### config.mk
export PLATFORM = sky130hd
export DESIGN_NAME = seq_shift_add_mul
export DESIGN_NICKNAME = d
export VERILOG_FILES = /design/src/rtl/seq_shift_add_mul.sv
export SDC_FILE = /design/constraint.sdc
export NUM_CORES = 1
export LEC_CHECK = 0
export ABC_AREA = 1
export CAP_MARGIN = 5
export CORE_ASPECT_RATIO = 0.9
export CORE_MARGIN = 10
export CORE_UTILIZATION = 55
export CTS_CLUSTER_SIZE = 20
export DETAILED_ROUTE_END_ITERATION = 10
export HOLD_SLACK_MARGIN = 0.02
export PLACE_DENSITY = 0.79
export REMOVE_ABC_BUFFERS = 1
export SETUP_SLACK_MARGIN = 0.1
export SLEW_MARGIN = 5
export SYNTH_ARGS = -nofsm -noshare
export SYNTH_HDL_FRONTEND = slang
export SYNTH_SLANG_ARGS = --single-unit
### constraint.sdc
create_clock -name clk -period 2.55 [get_ports clk]
set_input_delay 0.3825 -clock clk [delete_from_list [all_inputs] [get_ports clk]]
set_output_delay 0.3825 -clock clk [all_outputs]
set_load 0.02 [all_outputs]
### src/rtl/seq_shift_add_mul.sv
// Sequential radix-2 shift-add multiplier: one partial product per clock, start/busy/done handshake.
// Define SEQ_MUL_SIGNED_EN for two's-complement operands (final partial product subtracted).
module seq_shift_add_mul #(
    parameter int WIDTH = 4
) (
    input  logic                 clk,
    input  logic                 rst_n,
    input  logic                 start,
    input  logic [WIDTH-1:0]     a,
    input  logic [WIDTH-1:0]     b,
    output logic                 busy,
    output logic                 done,
    output logic [2*WIDTH-1:0]   product
);
    localparam int PW = 2 * WIDTH;
    localparam int CW = $clog2(WIDTH);

    typedef enum logic [1:0] {
        IDLE = 2'd0,
        RUN  = 2'd1,
        DONE = 2'd2
    } state_t;

    state_t          state_q,   state_d;
    logic [PW-1:0]   mcand_q,   mcand_d;
    logic [WIDTH-1:0] mplier_q, mplier_d;
    logic [PW-1:0]   acc_q,     acc_d;
    logic [CW-1:0]   cnt_q,     cnt_d;
    logic [PW-1:0]   product_q, product_d;
    logic            busy_q,    busy_d;
    logic            done_q,    done_d;
    logic [PW-1:0]   acc_next;
    logic            last_iter;

    // Multiplicand is widened once at capture so every shift stays within the accumulator width.
    function automatic logic [PW-1:0] extend_mcand(input logic [WIDTH-1:0] v);
`ifdef SEQ_MUL_SIGNED_EN
        return {{WIDTH{v[WIDTH-1]}}, v};
`else
        return {{WIDTH{1'b0}}, v};
`endif
    endfunction

    function automatic logic [PW-1:0] accum_step(
        input logic [PW-1:0]    acc,
        input logic [PW-1:0]    mcand,
        input logic [WIDTH-1:0] mplier,
        input logic [CW-1:0]    cnt
    );
        logic [PW-1:0] pp;
        pp = mcand << cnt;
        if (!mplier[cnt]) return acc;
`ifdef SEQ_MUL_SIGNED_EN
        // The multiplier's sign bit carries weight -2^(W-1).
        if (cnt == CW'(WIDTH - 1)) return acc - pp;
`endif
        return acc + pp;
    endfunction

    assign last_iter = (cnt_q == CW'(WIDTH - 1));
    assign acc_next  = accum_step(acc_q, mcand_q, mplier_q, cnt_q);

    always_comb begin
        state_d   = state_q;
        mcand_d   = mcand_q;
        mplier_d  = mplier_q;
        acc_d     = acc_q;
        cnt_d     = cnt_q;
        product_d = product_q;
        case (state_q)
            IDLE, DONE: begin
                if (start) begin
                    mcand_d  = extend_mcand(a);
                    mplier_d = b;
                    acc_d    = '0;
                    cnt_d    = '0;
                    state_d  = RUN;
                end else begin
                    state_d  = IDLE;
                end
            end
            RUN: begin
                acc_d = acc_next;
                cnt_d = cnt_q + CW'(1);
                if (last_iter) begin
                    product_d = acc_next;
                    cnt_d     = '0;
                    state_d   = DONE;
                end
            end
            default: state_d = IDLE;
        endcase
        busy_d = (state_d == RUN);
        done_d = (state_d == DONE);
    end

    always_ff @(posedge clk or negedge rst_n) begin
        if (!rst_n) begin
            state_q   <= IDLE;
            mcand_q   <= '0;
            mplier_q  <= '0;
            acc_q     <= '0;
            cnt_q     <= '0;
            product_q <= '0;
            busy_q    <= 1'b0;
            done_q    <= 1'b0;
        end else begin
            state_q   <= state_d;
            mcand_q   <= mcand_d;
            mplier_q  <= mplier_d;
            acc_q     <= acc_d;
            cnt_q     <= cnt_d;
            product_q <= product_d;
            busy_q    <= busy_d;
            done_q    <= done_d;
        end
    end

    assign busy    = busy_q;
    assign done    = done_q;
    assign product = product_q;

endmodule

**Word-level counts from Yosys, hierarchy flattened**

Index checks and enable logic that the tools add are counted.

- Word-level logic and storage cells: 35
- Register bits after elaboration: 30
- Output and inout port bits: 10
- Bits of input ports: 11

- Reductions and logical operators: 6
- Magnitude comparators: 1
- Shift operators: 1
- Add/sub/neg operators: 2
- Equal/unequal tests: 6
- Mux-type cells: 11

Operator list:

| cell | number |
|---|---|
| two-way mux 8 bit | 2 |
| one-hot mux 8 bit (2 select lines) | 1 |
| adder 8 bit | 1 |
| one-hot mux 2 bit (2 select lines) | 2 |
| << shifter 4 x 2 -> 8 bit | 1 |
| equality test 2 bit, second input constant | 3 |
| two-way mux 2 bit | 3 |
| AND reduction 2 bit | 3 |
| equality test 2 x 1 -> 1 bit, second input constant | 2 |
| < comparator 2 x 3 -> 1 bit, second input constant | 1 |
| adder 2 x 1 -> 2 bit, second input constant | 1 |
| binary-select mux 1 bit (select 2 bit) | 1 |
| zero test 2 bit | 1 |
| two-way mux 1 bit | 2 |
| inequality test 2 bit, second input constant | 1 |
| nonzero test 2 bit | 1 |
| OR reduction 2 bit | 1 |

**Depth between registers and ports, before layout**

- Word-level depth: 4
- Depth in mapped cells: 16
- Mapped depth without buffers: 16

**Least setup slack after synthesis**

No wires, ideal clock.

- Kind: register to register
- From: register cnt_q[0]
- To: register acc_q[6]
- Required time: 2,433 ps
- Clock period less this slack: 1,924 ps
- Cell stages (with the launch flop): 13
- Library setup time: 117 ps
- Slack: 626 ps
- Path buffers: 1
- Arrival: 1,807 ps
- Cells stage by stage: dfrtp_1 -> buf_6 -> o21ai_0 -> nor2_1 -> fa_1 -> nand2_1 -> nand3_1 -> nand3_1 -> nand2_1 -> nand2_1 -> nand3_1 -> nand3_1 -> nand2_1

- Cells in the longest elaborated chain, start to end: 4
- Elaborated cells on any way between the ends: 6
- Those cells by class: add/sub (1); shift (1); mux (4)

RTL lines:

| item | RTL line | source |
|---|---|---|
| start, declared | 28 | `logic [CW-1:0] cnt_q, cnt_d;` |
| start signal, assigned | 112 | `cnt_q <= cnt_d;` |
| << shifter 4 x 2 -> 8 bit / binary-select mux 1 bit (select 2 bit) (equally long branches) | 51, 52 |  |
| adder 8 bit / two-way mux 1 bit (equally long branches) | 57, 52 |  |
| two-way mux 8 bit * | 57 | `return acc + pp;` |
| one-hot mux 8 bit (2 select lines) * | 70 | `case (state_q)` |
| end signal, assigned | 102 | `acc_q <= '0;` |
| end signal, assigned | 111 | `acc_q <= acc_d;` |
| end, declared | 27 | `logic [PW-1:0] acc_q, acc_d;` |

Every way passes the cells marked *; elsewhere a longest branch is shown, timed or not. The select of a mux whose other input is x is not followed.
A chain may end at the register's enable or synchronous reset.

**Final worst setup path**

Ends and elaborated chain as after synthesis.

==> run_results.csv <==
group,metric,value,unit
die,start_util,56.78,%
logic_synthesis,synth_top_cell_by_area,"dfrtp_1",
critical_path,r2r_start,"cnt_q[0]",
route,first_pass_iters,4,
logic_synthesis,yosys_warnings,0,
logic_synthesis,syn_inst,216,
logic_synthesis,synth.most_common_cell,"nand2_1",
route,avgViaCountPerCell,5.099,
logic_synthesis,synth.avg_cell_area,8.000,sq um
global_routing,met1_usage,16.98,%
route,drc,0,
critical_path,reg2reg_setup_slack,350,ps
route,wirelength,3.666,mm
timing,clock_skew,4.144,ps
die,io_pins,21,
logic_synthesis,yosys-top-cells-area,"dfrtp_1 43%, nand2_1 15%, ha_1 5.8%",
timing,setup_violations,0,
finish,diodes,0,
critical_path,cp_data_required_time,2780,ps
global_routing,grt-busiest-layer,"met2",
logic_synthesis,synth-edff-count,0,
global_routing,gr-usage-all-layers,14.23,%
finish,area_delta_synth_final,17.52,%
pwr,clkPwrFrac,12.4,%
critical_path,critPathMaxStageDelay,620,ps
clock_tree,root_buffer,"clkbuf_4",
critical_path,path_cells,"nor3_1 > ha_1 > fa_1 > nand2_1 > nand3_1 > nand3_1 > nand2_1 > nand2_1 > nand3_1 > nand3_1 > nand2_1",
run,max-cap-violations,0,
critical_path,cp-start-kind,"flip-flop",
global_routing,met3_usage,4.803,%
die,dieArea,5787,sq um
pwr,seq_power_share,28.2,%
clock_tree,numCtsBuffers,5,
pwr,intPower,1.644,mW
critical_path,crit_buf_inv,0,
clock_tree,cts.htree.levels,2,
critical_path,crit_slowest_cell,"dfrtp_1",
pwr,netSwitchingPower,1.499,mW
logic_synthesis,netlist.area_leader.share,43.45,%
timing,fmax,453.9,MHz
logic_synthesis,netlist_area,1728,sq um
critical_path,r2r_end,"acc_q[6]",
finish,nets,260,
clock_tree,cts.sink_count,30,
timing,tns,0,ps
run_status,status,"completed",
route,detail_route.wl_per_cell,13.00,um
clock_tree,clockBufferDepth,2,
route,drtIter0Drc,133,
pwr,leakage,1.053,nW
global_routing,grt_pass1_vias,1478,
global_routing,antenna_found_initial,0,
logic_synthesis,ys_top_cells_by_count,"71 x nand2_1, 30 x dfrtp_1, 23 x inv_1",
timing,grt_setup_unrepaired,"no",
finish,regArea,750.7,sq um
logic_synthesis,synth-seq-cells,30,
timing,final_max_slew_viol_count,0,
critical_path,rr_worst_depth,11,
finish,fillers,286,
logic_synthesis,synth_ff_type,"dfrtp_1",
finish,final_cells,282,
placed_design,dpl.cell_count,275,
logic_synthesis,seq_area_frac_synth,43.45,%
timing,period_share,86.39,%
die,placementRows,19,
route,antenna_left,0,
global_routing,grt.overflow.total,0,
global_routing,grt_max_degree,31,
clock_tree,clock_latency,330,ps
critical_path,endpoint_kind,"flip-flop",
clock_tree,cts_resized,0,
pwr,p_per_area,1548,nW/um^2
critical_path,cp_top_family,"simple AND/OR/NAND/NOR gates",
clock_tree,holdBufCountCts,0,
placed_design,io_buffers,20,
pwr,power.total,3.143,mW
clock_tree,clk_pin_slew,90,ps
critical_path,crit_fanout,16,
logic_synthesis,synth_cell_types,27,
finish,final_util,66.74,%
die,coreArea,3043,sq um
timing,min_period,2203,ps
finish,stdcell_area,2031,sq um
placed_design,placed_cell_area,1949,sq um
clock_tree,postCtsSetupRepairBufs,0,
timing,maxSlewHeadroom,66.23,%
finish,final_layout_size_suffix_gt1_share,10.42,%
timing,hold_viol,0,
placed_design,gp_congestion,0.9138,
pwr,sw_frac_of_total,47.71,%
pwr,ir_drop,0.8512,mV
route,vias,1438,
pwr,combPwrFrac,59.4,%
logic_synthesis,synthArstFlopShare,100.0,%
placed_design,hpwl,2.743,mm
die,die_w,79.08,um
critical_path,arrival,2430,ps
die,die_height,73.18,um
timing,tightestPinTransition,505.3,ps
worst_hold_path,hold_class,"input pin to asynchronous set/reset pin",
global_routing,grt_pass1_wl,6.479,mm
global_routing,met2_usage,21.99,%
critical_path,path_class,"flip-flop to flip-flop",
clock_tree,cts_tree,"built",
finish,multiInputGateArea,832.0,sq um
## kinds of logic (layout without fill, tap and decap cells)
family	Yosys count	count (layout)	share of synthesized area [%]
AND/OR/NAND/NOR	110	110	27.95
buffers and inverters	31	55	8.399
AO/OA/AOI/OAI	30	30	9.486
flip-flops	30	30	43.45
adder cells (fa/ha/maj)	9	9	6.952
multiplexers	6	6	3.765
## cell usage in the layout, fill, tap and decap left out, drive strengths merged, types with 6 or more instances in the layout
cell type      instances
nand2                 74
dfrtp                 30
a21oi                  7
nor2                  17
nand3                 15
clkdlybuf4s50         20
clkbuf                 6
ha                     8
inv                   27
o21ai                 21
## per-layer routing
| metal | part of all wire [%] | routed length, um |
|---|---|---|
| met1 | 47 | 1731 |
| met2 | 45 | 1634 |
| met3 | 6.1 | 223 |
| met4 | 2.1 | 77 |
| met5 | 0 | 0 |
## per-stage QoR
stage                     hold WS (ps)  setup WS, ps
after floorplan                  86.91         648.7
after global placement           468.1         452.7
after detailed placement         465.0         380.3
after CTS                        455.1         364.9
after global routing             484.8         105.1
final                            445.6         347.0
## registers in the layout (all words and copies together), names as in the netlist
register	count
acc_q	8
busy	1
cnt_q	2
done	1
mcand_q	4
mplier_q	4
product	8
state_q	2
## power groups by stage
| stage | Clock (mW) | Combinational [mW] | Sequential, mW |
|---|---|---|---|
| after global placement | 0 | 1.82 | 0.883 |
| after floorplan | 0 | 1.30 | 0.942 |
| after detailed placement | 0 | 1.86 | 0.891 |
| final | 0.391 | 1.87 | 0.886 |
| after CTS | 0.398 | 1.87 | 0.883 |
| after global routing | 0.410 | 2.14 | 0.919 |
## worst max path at each step
stage,from,end,slack [ps],cells past startpoint
2_1_floorplan,cnt_q[0],acc_q[6],650,11
3_3_place_gp,cnt_q[0],product[6],450,11
3_5_place_dp,cnt_q[0],acc_q[6],380,11
4_1_cts,cnt_q[0],acc_q[6],360,11
5_1_grt,cnt_q[0],acc_q[7],110,15
6_report,cnt_q[0],acc_q[6],350,11
## final cells by class
class                      count  share of cell area [%]
multi-input combinational    155                   40.97
tap                           42                   2.588
clock inverter                 1                   1.479
sequential                    30                   36.97
clock buffer                   6                   2.526
timing repair buffer          21                   10.23
inverter                      27                   5.237
Power figures use the tool's default switching activity.
